File: src/rtl/calc_op_sequencer.sv
// ---------------------------------------------------------------------------
// calc_op_sequencer
//
// Purpose:
//   Steps through a small program of calculator operations. Each program
//   entry is {op[2:0], data[15:0]}. When the sequencer runs, it presents one
//   entry at a time on alu_op/alu_b. It then strobes acc_en so the
//   accumulator of the calculator takes the result. Each step takes two
//   cycles (FETCH then ISSUE). A one-cycle done pulse marks normal completion.
//
// Ports:
//   clk        in   system clock, rising edge
//   btnu       in   synchronous active-high reset (also clears program memory)
//   prog_we    in   program write strobe (honoured only while idle)
//   prog_addr  in   [2:0]  entry index to write
//   prog_op    in   [2:0]  op code for the entry
//   prog_data  in   [15:0] operand for the entry
//   len        in   [3:0]  program length, sampled with start (clamped to 8)
//   start      in   begin a run when idle (ignored with len == 0)
//   halt       in   abort a run; wins over start
//   loop       in   repeat the program (effective only with CALC_SEQ_LOOP_EN)
//   alu_op     out  [2:0]  op code to the ALU (held between runs)
//   alu_b      out  [15:0] operand to the ALU (held between runs)
//   acc_en     out  one-cycle accumulator load strobe per step
//   busy       out  high while in FETCH or ISSUE
//   done       out  one-cycle pulse on normal completion
//   step_idx   out  [2:0]  index of the entry currently on alu_op/alu_b
//
// Configuration:
//   CALC_SEQ_LOOP_EN  when defined, loop=1 restarts the program from entry 0
//                     after the last step. The run then ends only through
//                     halt or btnu. When undefined, loop is ignored.
//
// Timing (edge 0 samples start):
//   step i operands are valid from edge 1+2i.
//   acc_en is high in the cycle after edge 2+2i.
//   done is high in the cycle after edge 2L+1.
// ---------------------------------------------------------------------------
module calc_op_sequencer (
    input  logic        clk,
    input  logic        btnu,
    input  logic        prog_we,
    input  logic [2:0]  prog_addr,
    input  logic [2:0]  prog_op,
    input  logic [15:0] prog_data,
    input  logic [3:0]  len,
    input  logic        start,
    input  logic        halt,
    input  logic        loop,
    output logic [2:0]  alu_op,
    output logic [15:0] alu_b,
    output logic        acc_en,
    output logic        busy,
    output logic        done,
    output logic [2:0]  step_idx
);

    typedef enum logic [1:0] {
        S_IDLE  = 2'd0,
        S_FETCH = 2'd1,
        S_ISSUE = 2'd2,
        S_DONE  = 2'd3
    } state_t;

    state_t      state_q, state_d;
    logic [2:0]  idx_q, idx_d;
    logic [2:0]  last_q, last_d;      // index of final step, L-1
    logic [2:0]  alu_op_q, alu_op_d;
    logic [15:0] alu_b_q, alu_b_d;
    logic [2:0]  step_idx_q, step_idx_d;
    logic        acc_en_q, acc_en_d;
    logic        done_q, done_d;
    logic        loop_hit;

    logic [18:0] mem_q [8];           // {op, data} per entry

`ifdef CALC_SEQ_LOOP_EN
    assign loop_hit = loop;
`else
    logic unused_loop;
    assign unused_loop = loop;
    assign loop_hit    = 1'b0;
`endif

    // Program memory: every entry must clear on reset, so it is a register
    // file rather than a RAM. Writes are accepted only while idle, which
    // keeps a running program stable.
    generate
        for (genvar gi = 0; gi < 8; gi++) begin : g_mem
            always_ff @(posedge clk) begin
                if (btnu) begin
                    mem_q[gi] <= '0;
                end else if (prog_we && (state_q == S_IDLE) && (prog_addr == 3'(gi))) begin
                    mem_q[gi] <= {prog_op, prog_data};
                end
            end
        end
    endgenerate

    // State register and the registered outputs
    always_ff @(posedge clk) begin
        if (btnu) begin
            state_q    <= S_IDLE;
            idx_q      <= '0;
            last_q     <= '0;
            alu_op_q   <= '0;
            alu_b_q    <= '0;
            step_idx_q <= '0;
            acc_en_q   <= 1'b0;
            done_q     <= 1'b0;
        end else begin
            state_q    <= state_d;
            idx_q      <= idx_d;
            last_q     <= last_d;
            alu_op_q   <= alu_op_d;
            alu_b_q    <= alu_b_d;
            step_idx_q <= step_idx_d;
            acc_en_q   <= acc_en_d;
            done_q     <= done_d;
        end
    end

    // Next-state logic
    always_comb begin
        state_d = state_q;
        idx_d   = idx_q;
        last_d  = last_q;
        case (state_q)
            S_IDLE: begin
                if (start && !halt && (len != 4'd0)) begin
                    // Clamp to 8 steps. The last index is L-1.
                    last_d  = len[3] ? 3'd7 : (len[2:0] - 3'd1);
                    idx_d   = '0;
                    state_d = S_FETCH;
                end
            end
            S_FETCH: begin
                state_d = halt ? S_IDLE : S_ISSUE;
            end
            S_ISSUE: begin
                if (halt) begin
                    state_d = S_IDLE;
                end else if (idx_q == last_q) begin
                    if (loop_hit) begin
                        idx_d   = '0;
                        state_d = S_FETCH;
                    end else begin
                        state_d = S_DONE;
                    end
                end else begin
                    idx_d   = idx_q + 3'd1;
                    state_d = S_FETCH;
                end
            end
            default: begin
                state_d = S_IDLE;
            end
        endcase
    end

    // Output logic. FETCH latches the entry onto the ALU bus. The strobe
    // generated in ISSUE appears in the next cycle, so the ALU always sees
    // operands that have been stable for a full cycle first.
    // The ISSUE-cycle strobe is issued even if halt arrives in the same
    // cycle. halt only prevents later steps and the done pulse.
    always_comb begin
        alu_op_d   = alu_op_q;
        alu_b_d    = alu_b_q;
        step_idx_d = step_idx_q;
        acc_en_d   = (state_q == S_ISSUE);
        done_d     = (state_q == S_DONE) && !halt;
        if ((state_q == S_FETCH) && !halt) begin
            alu_op_d   = mem_q[idx_q][18:16];
            alu_b_d    = mem_q[idx_q][15:0];
            step_idx_d = idx_q;
        end
    end

    assign busy     = (state_q == S_FETCH) || (state_q == S_ISSUE);
    assign alu_op   = alu_op_q;
    assign alu_b    = alu_b_q;
    assign step_idx = step_idx_q;
    assign acc_en   = acc_en_q;
    assign done     = done_q;

endmodule

File: config.mk
export PLATFORM = sky130hd
export DESIGN_NAME = calc_op_sequencer
export DESIGN_NICKNAME = d
export VERILOG_FILES = /design/src/rtl/calc_op_sequencer.sv
export SDC_FILE = /design/constraint.sdc
export NUM_CORES = 1
export LEC_CHECK = 0
export CAP_MARGIN = 20
export CORE_AREA = 2 2 128 130
export DETAILED_ROUTE_END_ITERATION = 7
export DIE_AREA = 0 0 130 132
export MAX_ROUTING_LAYER = met4
export PLACE_DENSITY = 0.75
export REMOVE_ABC_BUFFERS = 1
export SLEW_MARGIN = 10
export SYNTH_ARGS = -nofsm -noshare
export SYNTH_HDL_FRONTEND = slang
export SYNTH_SLANG_ARGS = --single-unit
File: constraint.sdc
create_clock -name clk -period 2.6 [get_ports clk]
set_input_delay 0.26 -clock clk [delete_from_list [all_inputs] [get_ports clk]]
set_output_delay 0.26 -clock clk [all_outputs]
set_load 0.01 [all_outputs]
==> run summary <==
The total power per unit cell area is 661 nW/um2. The aggregate global-route resource usage came out at 0.233. Clock tree synthesis inserted a total of 17 buffers. The wire length of the first global-routing pass came out at 28200 um.

The number of failing setup endpoints in the final timing report is 0. The final net count is 665. Setup repair after global routing left no endpoint under its margin.

On the final layout, the worst clock skew is 0.00668 ns. The clock reaches the later pin of the worst-skew pair after 0.43 ns. The sequential fraction of design power came out at 0.531. The worst hold path terminates at last_q[0]$_SDFFE_PP0P_. The total global routing overflow is 0. The cell count of the worst hold path came out at 2. The largest net degree at the start of global routing came out at 33.

The number of nets with antenna violations after routing came out at 0. The vias per cell came out at 5.70. The kind of start point of the critical path is a flip-flop. The largest individual stage delay along the critical path comes from the cell o21bai_2. Of the cells placed in the final design, the portion with a size suffix greater than 1 is 0.187. The detail-routed net length per standard cell came out at 21.2 um. The net switching fraction of the power is 0.220. The number of sinks driven by the clock tree came out at 184. After detailed routing, the total wire length is 18000 um. The first-pass iteration count of the detailed router is 5. 57 I/O pins were placed. The starting DRC count in detailed routing came out at 280. The wire-length estimate of the detail-placed layout is 11100 um. Clock-pin slew was measured on the worst setup and hold paths at 0.06 ns. The startpoint identified for the worst hold timing path is len[0]. At the pin with the least slew margin, the transition time is 0.536 ns. The count of final hold-check violations is 0. During placement, the flow inserted port buffers numbering 55.

The post-route cell area is 9720 um2. The required time at the worst-slack endpoint came out at 2.73 ns. The core area came out at 15700 um2. The synthesized netlist occupies a cell area of 8230 um2. The final critical path time including I/O delays and setup is 2.14 ns. VDD sags by at most 0.528 mV. The worst-case headroom to the max-slew limit came out at 0.642. For flop-to-flop paths, the worst setup slack is 0.46 ns. The endpoint identified for the worst register-to-register timing path is mem_q[3][2]$_SDFFCE_PN0P_. Data on the critical path arrives at its endpoint at 2.27 ns. Walking the worst path, the cells encountered are inv_1 > ha_1 > nand4b_1 > o21bai_2 > buf_12. The critical path in this run is classified as flip-flop to flip-flop.

The total number of placement rows came out at 46. The total leakage power is 0.00343 uW. The net switching power figure came out at 1410 uW.

The maximum buffer depth of the clock tree is 2. The flow ran to the end, and the final reports show no timing, DRC or antenna violations. The kind of path behind the tightest hold check is input port to flip-flop. STA classifies the critical path endpoint as a flip-flop. The starting density of the core is 0.523. The top fanout value on the critical path is 15. The number of antenna repair diodes is 0. Compared with the post-synthesis result, the final layout area differs by 18.1%. The achievable frequency is 0.467 GHz. The startpoint identified for the worst register-to-register timing path is state_q[0]$_SDFFE_PP0P_. The area of combinational cells with multiple inputs came out at 2860 um2. TritonCTS built the clock tree. The number of instances in the synthesized netlist came out at 554.

Among all flip-flop cells after synthesis, the most frequent one is edfxtp_1. The area taken by flip-flops and latches came out at 5210 um2. In this run the mean area of a mapped cell was 14.8 um2. In this run the number of H-tree levels came out at 4.

The fraction of synthesis flops using an asynchronous set or reset pin is 0. The number of global-route vias before repair came to 5071. The number of cells on the worst reg-to-reg path is 5. The DRC violation count after routing is 0. The logic gate share of total power is 0.092. Post-CTS timing repair inserted 0 buffers for setup. The share of synthesized area occupied by flip-flops and latches came out at 0.633. The die width is 130 um. The overall die area came out at 17200 um2. The instance area at placement is 9180 um2. Setup total negative slack on the finished layout was measured at 0 ns. After filler insertion, the fill cell instance count of the layout stands at 1196. The Yosys step of the flow raised 0 warnings. The cell sitting at the root of the clock tree is a clkbuf_16. The number of gates resized after cts is 0. The share of the clock period used by the worst path came out at 0.823. At the end of routability-driven placement, the weighted congestion stood at 0.821.

The total via count after detailed routing is 4862. The y dimension of the die is 132 um. The clock power share came out at 0.378.

The synthesized design contains 184 register bits. The number of flops mapped to enable cells by yosys is 152. For this run, the slowest stage of the critical path takes 0.44 ns. The max-slew violation count is 0. Counting distinct cell types in the post-synthesis netlist gives 38. The initial antenna violation count came to 0. The number of maximum-capacitance violations came out at 0. The internal power summed over all cells came out at 5010 uW.

The number of hold buffers added after CTS came out at 0.
-- cells in the mapped netlist, types with 4 or more instances --
cell,number,area share
and2_1,152,0.12
edfxtp_1,152,0.55
mux4_2,38,0.10
dfxtp_1,32,0.078
nor2_1,23,0.010
a211oi_1,19,0.017
mux2i_1,19,0.023
clkbuf_1,14,0.0064
buf_2,12,0.0073
nand2_1,11,0.0050
a21oi_1,8,0.0049
o21bai_1,8,0.0073
ha_1,7,0.011
inv_1,7,0.0032
nand2b_1,5,0.0038
a311oi_1,4,0.0043
buf_4,4,0.0037
nor3_2,4,0.0049
xnor2_1,4,0.0043
-- through the flow --
step / hold slack, ns / util / power (uW) / setup WS (ns) / std cells
2_1_floorplan: 0.329 / - / 3750 / -0.254 / 521
3_3_place_gp: 0.447 / 0.584 / 4030 / 0.545 / 823
6_report: 0.446 / 0.618 / 6420 / 0.460 / 853
3_5_place_dp: 0.459 / 0.584 / 4060 / 0.481 / 823
4_1_cts: 0.429 / 0.618 / 6470 / 0.458 / 853
5_1_grt: 0.458 / 0.618 / 6650 / 0.272 / 853
-- layer usage --
| layer | track usage | share of wire |
|---|---|---|
| met4 | 0.0866 | 0.022 |
| met5 | - | 0 |
| met1 | 0.307 | 0.41 |
| met2 | 0.354 | 0.48 |
| met3 | 0.0556 | 0.084 |
-- registers in the layout, summed over array words and instances (netlist names) --
register	flops
done	1
step_idx	3
alu_op	3
last_q	3
idx_q	3
state_q	2
alu_b	16
acc_en	1
mem_q	152
-- worst max-delay path, delay by kind of cell (launching register included) --
family                     cells  cell delay (ns)
DFF                            1             0.36
adders and majority gates      1             0.37
AOI/OAI and AO/OA              1             0.44
and+or+nand+nor                1             0.33
buffers and inverters          2             0.34
-- logic make-up after synthesis --
kind of cell,count (synthesis),share of synthesized area
simple gates,215,0.160
buf+inv,40,0.0246
mux,57,0.127
flops,184,0.633
xor+xnor,4,0.00426
compound gates,47,0.0403
fa+ha+maj,7,0.0106
-- cells in the final DEF (no fill, tap or decap), types with 3 or more instances in the layout --
master and instances:
a21oi_1 8, nand2b_1 5, nor2_2 3, inv_1 7, buf_4 28, a311oi_1 4
nor2_1 23, clkbuf_16 17, dfxtp_1 30, clkdlybuf4s50_1 54, and2_1 152, mux2i_1 19
o21ai_0 3, ha_1 7, edfxtp_1 152, mux4_2 38, clkinv_2 6, nor3_2 4
o21bai_2 8, xnor2_1 4, nand2_1 11, buf_12 3, a211oi_1 19
-- power by group through the flow --
stage	Clock [uW]	Sequential [uW]	Combinational, uW
2_1_floorplan	0	3470	271
3_3_place_gp	0	3460	570
3_5_place_dp	0	3470	590
4_1_cts	2470	3410	596
5_1_grt	2590	3420	641
6_report	2430	3410	589
-- worst max-delay path by stage --
stage / from / end / cells past startpoint
finish: state_q[0]$_SDFFE_PP0P_ / mem_q[3][2]$_SDFFCE_PN0P_ / 5
global route: state_q[0]$_SDFFE_PP0P_ / mem_q[3][2]$_SDFFCE_PN0P_ / 5
CTS: state_q[0]$_SDFFE_PP0P_ / mem_q[3][2]$_SDFFCE_PN0P_ / 5
detailed placement: state_q[0]$_SDFFE_PP0P_ / mem_q[3][7]$_SDFFCE_PN0P_ / 5
global placement: prog_addr[2] / mem_q[3][7]$_SDFFCE_PN0P_ / 4
floorplan: idx_q[0]$_SDFFE_PP0P_ / idx_q[1]$_SDFFE_PP0P_ / 4
-- cell type report --
type | instances | area share
repair buffers | 86 | 0.0839
well taps | 216 | 0.0278
multi-input cells | 330 | 0.294
clock buffers | 19 | 0.0445
inverters | 7 | 0.00270
clock inverters | 11 | 0.0113
flip-flops and latches | 184 | 0.536
Note: power is estimated with default switching activity, not from simulation.
